## src/rtl/sync_fifo_ext.sv

```systemverilog
// Single-clock FIFO with arbitrary depth, programmable almost flags, optional
// first-word-fall-through read port, occupancy output and sticky error flags.
module sync_fifo_ext #(
    parameter int DATA_WIDTH = 8,
    parameter int DEPTH      = 16,
    parameter int AF_THRESH  = DEPTH - 2,
    parameter int AE_THRESH  = 2,
    parameter bit FWFT       = 1'b0,
    localparam int PTR_W     = (DEPTH > 1) ? $clog2(DEPTH) : 1,
    localparam int CNT_W     = $clog2(DEPTH + 1)
) (
    input  logic                  clk,
    input  logic                  reset,
    input  logic                  clear,
    input  logic                  wr_en,
    input  logic [DATA_WIDTH-1:0] din,
    input  logic                  rd_en,
    output logic [DATA_WIDTH-1:0] dout,
    output logic                  valid,
    output logic                  full,
    output logic                  empty,
    output logic                  almost_full,
    output logic                  almost_empty,
    output logic [CNT_W-1:0]      count,
    output logic                  overflow,
    output logic                  underflow
);

    if (DEPTH < 2 || AE_THRESH < 0 || AE_THRESH >= AF_THRESH || AF_THRESH > DEPTH) begin : g_bad_cfg
        $error("sync_fifo_ext: need DEPTH>=2 and 0 <= AE_THRESH < AF_THRESH <= DEPTH");
    end

    logic [DATA_WIDTH-1:0] mem [DEPTH];
    logic [PTR_W-1:0]      wr_ptr;
    logic [PTR_W-1:0]      rd_ptr;
    logic [CNT_W-1:0]      cnt;
    logic                  flush;
    logic                  wr_ok;
    logic                  rd_ok;

    // Explicit wrap so non-power-of-2 depths never index past the array.
    function automatic logic [PTR_W-1:0] ptr_next(input logic [PTR_W-1:0] p);
        return (p == PTR_W'(DEPTH - 1)) ? '0 : p + 1'b1;
    endfunction

    assign flush        = reset | clear;
    assign full         = (cnt == CNT_W'(DEPTH));
    assign empty        = (cnt == '0);
    assign almost_full  = (cnt >= CNT_W'(AF_THRESH));
    assign almost_empty = (cnt <= CNT_W'(AE_THRESH));
    assign count        = cnt;
    assign wr_ok        = wr_en & ~full;
    assign rd_ok        = rd_en & ~empty;

    always_ff @(posedge clk) begin
        if (flush) begin
            wr_ptr    <= '0;
            rd_ptr    <= '0;
            cnt       <= '0;
            overflow  <= 1'b0;
            underflow <= 1'b0;
        end else begin
            if (wr_ok) wr_ptr <= ptr_next(wr_ptr);
            if (rd_ok) rd_ptr <= ptr_next(rd_ptr);
            case ({wr_ok, rd_ok})
                2'b10:   cnt <= cnt + 1'b1;
                2'b01:   cnt <= cnt - 1'b1;
                default: cnt <= cnt;
            endcase
            if (wr_en && full)  overflow  <= 1'b1;
            if (rd_en && empty) underflow <= 1'b1;
        end
    end

    always_ff @(posedge clk) begin
        if (wr_ok && !flush) mem[wr_ptr] <= din;
    end

    if (FWFT) begin : g_fwft
        assign dout  = mem[rd_ptr];
        assign valid = ~empty;
    end else begin : g_std
        always_ff @(posedge clk) begin
            if (flush) begin
                dout  <= '0;
                valid <= 1'b0;
            end else begin
                valid <= rd_ok;
                if (rd_ok) dout <= mem[rd_ptr];
            end
        end
    end

endmodule
```

## config.mk

```make
export PLATFORM = sky130hd
export DESIGN_NAME = sync_fifo_ext
export DESIGN_NICKNAME = d
export VERILOG_FILES = /design/src/rtl/sync_fifo_ext.sv
export SDC_FILE = /design/constraint.sdc
export NUM_CORES = 1
export LEC_CHECK = 0
export ABC_CLOCK_PERIOD_IN_PS = 3200
export CORE_ASPECT_RATIO = 1.25
export CORE_MARGIN = 4
export CORE_UTILIZATION = 55
export CTS_CLUSTER_DIAMETER = 120
export CTS_CLUSTER_SIZE = 10
export DETAILED_ROUTE_END_ITERATION = 7
export PLACE_DENSITY = 0.74
export SYNTH_ARGS = -nofsm -noshare
export SYNTH_HDL_FRONTEND = slang
export SYNTH_SLANG_ARGS = --single-unit
```

## constraint.sdc

```tcl
create_clock -name clk -period 3.2 [get_ports clk]
set_input_delay 0.32 -clock clk [delete_from_list [all_inputs] [get_ports clk]]
set_output_delay 0.32 -clock clk [all_outputs]
set_load 0.01 [all_outputs]
```

==> Word-level counts from Yosys, hierarchy flattened <==
Memory sizes are Yosys's and may differ from the RTL's. A register that Yosys moved wholly into a read port is not among the register bits.
Cells that the tools add are included.
{ "totals": {"reg_bits": 16, "latchBits": 0, "ramBits": 128, "mem_bits_ro": 0, "in_bits": 13, "out_inout_bits": 20, "elab_cells": 34, "mem_count": 1} }
{ "op_classes": {"addsub": 4, "n_mul": 0, "div_mod_pow": 0, "n_lt_le_gt_ge": 2, "n_eq_ne": 5, "shift": 0, "muxes": 5, "n_bitwise": 5, "n_reduce_logical": 6} }
{ "mem_list": {"columns": ["memory", "depth", "word_bits", "read_ports", "rd_clocked_by_memory_dff", "wr", "line", "source"], "rows": [
  ["mem", 16, 8, 1, 1, 1, "33", "logic [DATA_WIDTH-1:0] mem [DEPTH];"]
]} }
{ "op_table": {"columns": ["operator", "count"], "rows": [
  ["case mux 5 bit (2 select lines)", 1],
  ["adder 4 x 1 -> 4 bit, second input constant", 2],
  ["== test 4 bit, second input constant", 2],
  ["two-way mux 4 bit", 2],
  ["adder 5 x 1 -> 5 bit, second input constant", 1],
  ["== test 5 bit, second input constant", 1],
  ["greater-or-equal comparator 5 x 4 -> 1 bit, second input constant", 1],
  ["<= comparator 5 x 2 -> 1 bit, second input constant", 1],
  ["logical NOT 5 bit", 1],
  ["subtractor 5 x 1 -> 5 bit, second input constant", 1],
  ["logical AND 1 bit", 3],
  ["bitwise AND 1 bit", 2],
  ["== test 2 x 1 -> 1 bit, second input constant", 1],
  ["== test 2 bit, second input constant", 1],
  ["two-way mux 1 bit", 2],
  ["NOT 1 bit", 2],
  ["nonzero test 2 bit", 1],
  ["logical NOT 1 bit", 1],
  ["OR 1 bit", 1]
]} }

==> Longest topological paths before layout <==
Gate-level depths: netlist (run 1).
{ "logic_depth": {"word_depth": 6, "ltp_mapped": 13, "ltp_nobuf": 12} }

==> Least setup slack after synthesis (run 1) <==
Ideal clock, no wire load.
{ "synth_timing": {"kind": "register to register", "from": "reg cnt[1] (netlist: count[1])", "to": "reg cnt[4] (netlist: count[4])", "setup_time_ps": 70, "arrival_time_ps": 2696, "t_required_ps": 3130, "path_slack_ps": 434, "stages_incl_launch_ff": 14, "period_less_slack_ps": 2766, "path_cell_list": "dfxtp_1 nor4_2 and2_1 nand2b_2 inv_1 buf_2 ha_1 inv_1 fa_1 nor2b_1 o21ai_0 nor4b_1 or3_1 a21oi_1"} }
{ "synth_via": {"elab_chain_len": 5} }
{ "synth_rtl": {"columns": ["element", "line", "source"], "rows": [
  ["start, declared", "36", "logic [CNT_W-1:0] cnt;"],
  ["start signal, assigned", "66", "2'b10: cnt <= cnt + 1'b1;"],
  ["start signal, assigned", "67", "2'b01: cnt <= cnt - 1'b1;"],
  ["start signal, assigned", "68", "default: cnt <= cnt;"],
  ["logical NOT 5 bit (*)", "48", "assign empty = (cnt == '0);"],
  ["named net empty", "21", "output logic empty,"],
  ["NOT 1 bit (*)", "53", "assign rd_ok = rd_en & ~empty;"],
  ["bitwise AND 1 bit (*)", "53", null],
  ["named net rd_ok", "39", "logic rd_ok;"],
  ["== test 2 x 1 -> 1 bit / == test 2 bit (equally long branches)", "65", "case ({wr_ok, rd_ok})"],
  ["case mux 5 bit (2 select lines) / nonzero test 2 bit (equally long branches)", null, null]
]} }
The timed path passes the listed nets; every way through them passes the cells marked *.
A chain may end at the register's enable or synchronous reset.

==> Final worst setup path (run 1) <==
{ "layout_timing": {"from": "reg cnt[0] (netlist: count[0])", "to": "reg cnt[4] (netlist: count[4])"} }
{ "layout_via": {"elab_chain_len": 5} }
{ "layout_rtl": {"columns": ["element", "line"], "rows": [
  ["== test 5 bit / logical NOT 5 bit (equally long branches)", "47, 48"],
  ["NOT 1 bit, on equally long branches", "52, 53"],
  ["bitwise AND 1 bit, on equally long branches", "52, 53"],
  ["== test 2 x 1 -> 1 bit / == test 2 bit (equally long branches)", "65"],
  ["case mux 5 bit (2 select lines) / nonzero test 2 bit (equally long branches)", null]
]} }
Parallel ways exist; a longest one is shown, timed or not.

==> results of run 1 <==
sequential cells by signal (all words and copies together), names as in the netlist:
signal / flops
underflow: 1
dout: 8
count: 5
mem: 128
wr_ptr: 4
rd_ptr: 4
overflow: 1
valid: 1
final timing paths:
kind              startpoint  endpoint  slack [ns]  cells after the start
setup / recovery    count[0]  count[4]        0.34                     11
hold / removal      overflow  overflow        0.47                      2
setup reg to reg    count[0]  count[4]        0.34                     11
hold reg to reg     overflow  overflow        0.47                      2
cells by family (layout without fill, tap and decap cells):
logic type	count (synthesis)	in the layout	synth area share, %
compound gates	56	56	5.65
xor+xnor	4	4	0.571
fa+ha+maj	10	10	2.16
buf+inv	31	92	2.75
flops	152	152	70.5
mux	48	48	13.0
simple gates	70	70	5.32
stage by stage:
step | hold slack [ns] | total power, mW
floorplan | 0.419 | 2.28
global placement | 0.450 | 2.34
detailed placement | 0.464 | 2.35
CTS | 0.479 | 4.24
global route | 0.514 | 4.34
finish | 0.472 | 4.20
layer usage:
metal,GRT usage [%],wire (um),up-vias
li1,-,-,1545
met1,26.6,4950,1693
met4,5.64,110,0
met2,31.7,6120,80
met3,3.98,421,11
met5,0,0,-
where the power goes:
part | total, mW | switching, mW | leakage [nW] | internal (mW)
sequential | 2.16 | 0.00799 | 1.35 | 2.16
clock | 1.89 | 0.806 | 0.272 | 1.09
combinational | 0.146 | 0.0841 | 0.689 | 0.0617
area by class of cell:
type | instances | area (um^2) | area share (%)
multi-input combinational | 188 | 1640 | 22.8
sequential | 152 | 4330 | 60.1
inverter | 9 | 33.8 | 0.470
timing repair buffer | 51 | 463 | 6.43
clock inverter | 15 | 141 | 1.97
clock buffer | 17 | 425 | 5.91
tap | 132 | 165 | 2.30
placed cells by master, fill, tap and decap left out, drive strengths merged, types with 2 or more instances in the layout:
cell type	instances
ha	9
clkinvlp	3
buf	19
nand2b	3
clkbuf	17
nor2b	2
o22ai	8
and2	2
clkinv	5
dfxtp	24
xor2	4
a41oi	2
nor2	35
nand2	9
inv	15
a311oi	8
edfxtp	128
nand3	6
a211oi	2
mux2i	24
a21oi	20
mux4	24
clkdlybuf4s50	32
o21ai	10
a31oi	2
nor3	7
critical path, cell delays in order, from the launching register on:
cell,delay (ns)
dfxtp_1,0.37
nor4_2,0.38
and2_1,0.24
nand2b_2,0.18
inv_1,0.06
ha_1,0.25
ha_1,0.33
nor2b_1,0.15
o21ai_0,0.20
nor4b_1,0.34
o21ai_0,0.13
a21oi_1,0.16
synth_stat cells, types with 2 or more instances:
cell type	number
dfxtp_1	24
a311oi_1	8
nand2b_1	2
a41oi_1	2
buf_6	3
and2_1	2
buf_4	2
nor3_1	7
a21oi_1	20
nand2_1	9
inv_1	9
nor2_1	35
xor2_1	4
clkbuf_1	8
nor2b_1	2
buf_1	3
mux4_1	5
ha_1	9
mux2i_1	24
a31oi_1	2
o21ai_0	10
buf_2	5
a211oi_1	2
nand3_1	6
edfxtp_1	128
o22ai_1	8
mux4_2	19
==> results.ini, run 1 <==
[synth]
syn_avg_cell_area_um2 = 16.5
synthCells = 371
syn-cell-area_um2 = 6130
synth_edf_count = 128
syn_nets = 394
ys.warnings.count = 0
ys_ff_latch = 152
synth_area_leader_cell = edfxtp_1
synthArstFlopShare_pct = 0
yosysUniqueCellTypes = 40
synth.area.top_cells = edfxtp_1, dfxtp_1, mux4_2, mux2i_1, mux4_1
synth_top_area_share_pct = 62.7
synthFlopType = edfxtp_1
ys_seq_area_share_pct = 70.5

[sta]
maxSlewViolCount = 0
worst-slew-pin-transition_ns = 0.758
tns_ns = 0
min_period_ns = 2.86
setup_viol = 0
slew_headroom_pct = 49.3
finalClockSkew_ns = 0.00831
fin_crit_sh_pct = 89.4
final.setup.worst_slack_ns = 0.341
hold_viol = 0
grt_setup_unrepaired = false
max_freq_ghz = 0.350

[final_layout]
final_util_pct = 66.8
drive_gt1_share_pct = 17.1
area_delta_synth_final_pct = 17.3
antennaDiodeCount = 0
nFillCells = 719
nets = 442
final_area_um2 = 7190
finalNonFillerCells = 564

[global_route]
antenna_found_initial = 0
overflow = 0
first_global_vias = 3393
grt_pass1_wl_um = 18800
track_usage_pct = 19.5
grt_start_max_net_pins = 31

[clocking]
htreeDepth = 4
numCtsBuffers = 17
cts_root_buf = clkbuf_16
cts_tree = built
clk_pin_slew_ns = 0.06
postCtsSetupRepairBufs = 0
ctsResizeCount = 0
clock-sinks = 152
worstSkewPairLatency_ns = 0.41
hold_buffers = 0
cts_max_path_buffers = 2

[routing]
wl_um = 11600
ant_nets = 0
first_iter_violations = 278
vias = 3329
wl_per_cell_um = 20.6
via_per_inst = 5.90
drc = 0
firstDrtPassIters = 4

[worst_setup_path]
critPathKind = flip-flop to flip-flop
critPathMaxFanout = 6
arrival_ns = 3.20
worstPathRequired_ns = 3.54
end_kind = flip-flop
start_kind = flip-flop

[power_and_ir_drop]
p_leak_nw = 2.31
power_density_nw_per_um2 = 584
peakVddDrop_uv = 375

[die]
core_um2 = 10800
rows = 42
die_h_um = 126
start_util_pct = 56.9
ios = 33
die_area_um2 = 12900
die_x_um = 102

[placement]
portBuffers = 32
placed_area_um2 = 6630
place_inst = 532
hpwlAfterDp_um = 7260
gp_congestion = 0.789
post-place-ws_ns = 0.369

[run]
drv_cap = 0

[status]
status = finished, final reports clean

[worst_hold_path]
hp-class = flip-flop to flip-flop

No activity file was read; power rests on OpenSTA's default activity.
==> run 2: changes to the inputs <==
--- a/config.mk
+++ b/config.mk
@@ -9,6 +9,7 @@
 export CORE_ASPECT_RATIO = 1.25
 export CORE_MARGIN = 4
 export CORE_UTILIZATION = 55
+export CTS_BUF_LIST = sky130_fd_sc_hd__clkbuf_16
 export CTS_CLUSTER_DIAMETER = 120
 export CTS_CLUSTER_SIZE = 10
 export DETAILED_ROUTE_END_ITERATION = 7
==> results of run 2 <==
Final layout, timing and power as in run 1 (identical DEF).
==> RTL edit: new RTL, flow settings as in run 2 <==
Set the parameter `FWFT` to 1'b1 (it was 1'b0).
--- a/src/rtl/sync_fifo_ext.sv
+++ b/src/rtl/sync_fifo_ext.sv
@@ -5,7 +5,7 @@
     parameter int DEPTH      = 16,
     parameter int AF_THRESH  = DEPTH - 2,
     parameter int AE_THRESH  = 2,
-    parameter bit FWFT       = 1'b0,
+    parameter bit FWFT       = 1'b1,
     localparam int PTR_W     = (DEPTH > 1) ? $clog2(DEPTH) : 1,
     localparam int CNT_W     = $clog2(DEPTH + 1)
 ) (
Function: changed (a bounded check fails within 4 cycles, from zero or initial values).
==> RTL edit against run 2 <==
- global-route usage increased by 2.0 points
- worst setup slack got worse by 0.14 ns
- total power shrank 0.87%
- sequential cell count is 5 lower
- maximum frequency fell by 4.6%
- synthesized area decreased by 3.2%
- final area down 2.2%
- wire length up 2.6%
- first-iteration DRC count rose by 32%
- combinational power up 46%
- critical endpoint is now dout[5]
==> RTL edit: results <==
[yosys]
synth_fa_ha_area_share_pct = 1.90
ys_async_sr_fraction_pct = 0
synth.distinct_cells = 41
netlist_instances = 338
synth_ff_type = edfxtp_1
synth_nets = 360
synthTopCellsByArea = edfxtp_1 (65%), mux4_2 (12%), dfxtp_1 (6.4%)
yosys_warnings = 0
synth_compound_area_share_pct = 4.70
synthXorXnorAreaFrac_pct = 0.737
seq_area_frac_synth_pct = 71.1
synthTopCellsByCount = edfxtp_1 (128), mux4_2 (32), dfxtp_1 (19), a22oi_1 (16), nand2_1 (16)
synthMuxAreaShare_pct = 12.8

[placement]
portBuffers = 32
place.gp.congestion = 0.794
dpl_cell_area_mm2 = 0.00647
dp_cells = 494
hpwl_mm = 7.68
pre_cts_ws_ns = 0.312

[timing]
skew_ns = 0.00567
max-slew-margin-rel_pct = 47.5

[status]
outcome = complete, no violations

[detailed_routing]
drtPass1Iterations = 5
drt_first_iter_violations = 366
num_vias = 3234
wire_per_inst_um = 22.6
totalWireLength_mm = 11.9

[final_layout]
nets = 403
n_antenna_cell = 0
drive_gt1_share_pct = 21.3

[worst_setup_path]
critical-path-top-delay-family = buffers and inverters
max_stage_delay_ns = 0.52
slowest_stage = mux4_2
arrival_ns = 2.68
worst-path-max-fanout = 23

[power_and_ir_drop]
net-switching-power_uw = 880
leakagePower_nw = 2.35
ir_worst_vdd_uv = 371

[clocking]
cts_buffer_depth = 2

[global_route]
antenna_found_initial = 0
grt_pass1_wl_mm = 19.1
grt_max_degree = 33
first_global_vias = 3413
grt.total_usage_pct = 21.5
==> RTL edit: final timing paths <==
check	from	endpoint	slack, ns	cells past startpoint
worst min register to register	underflow$_SDFFE_PP0P_	underflow$_SDFFE_PP0P_	0.47	2
worst min-delay path	underflow$_SDFFE_PP0P_	underflow$_SDFFE_PP0P_	0.47	2
worst max register to register	count[3]$_SDFFE_PP0P_	count[4]$_SDFFE_PP0P_	0.30	10
worst max-delay path	flip-flop	dout[5]	0.20	5
==> RTL edit: cell families (layout without fill, tap and decap cells) <==
logic type,Yosys count,in the layout
xor gates and xnor gates,5,5
muxes,36,36
DFF,147,147
and+or+nand+nor,76,76
AOI/OAI and AO/OA,38,38
buffers and inverters,27,83
adders and majority gates,9,9
==> RTL edit: worst register-to-register path: cells and delay by family, from the launching register on <==
| kind | cells | cell delay (ns) |
|---|---|---|
| adder cells (fa/ha/maj) | 2 | 0.51 |
| buffers and inverters | 1 | 0.08 |
| flip-flops | 1 | 0.36 |
| AO/OA/AOI/OAI | 3 | 0.55 |
| XOR/XNOR | 1 | 0.19 |
| AND/OR/NAND/NOR | 3 | 1.16 |
==> RTL edit: power by group through the flow <==
| stage | clock (mW) | combinational, mW | sequential, mW |
|---|---|---|---|
| 2_1_floorplan | 0 | 0.115 | 2.14 |
| 3_3_place_gp | 0 | 0.210 | 2.14 |
| 3_5_place_dp | 0 | 0.215 | 2.15 |
| 4_1_cts | 1.88 | 0.217 | 2.10 |
| 5_1_grt | 1.97 | 0.235 | 2.11 |
| 6_report | 1.85 | 0.213 | 2.10 |
==> RTL edit: layer usage <==
layer / track usage, % / vias to the layer above / wire [um]
li1: - / 1459 / -
met1: 25.3 / 1641 / 4560
met2: 37.4 / 118 / 6520
met3: 6.16 / 16 / 616
met4: 7.98 / 0 / 205
met5: 0 / - / 0
==> RTL edit: area by class of cell <==
class	count	area, um^2
Sequential cell	147	4230
Fill cell	689	3530
Multi-Input combinational cell	164	1630
Clock buffer	19	475
Timing Repair Buffer	44	423
Tap cell	132	165
Clock inverter	13	92.6
Inverter	7	26.3
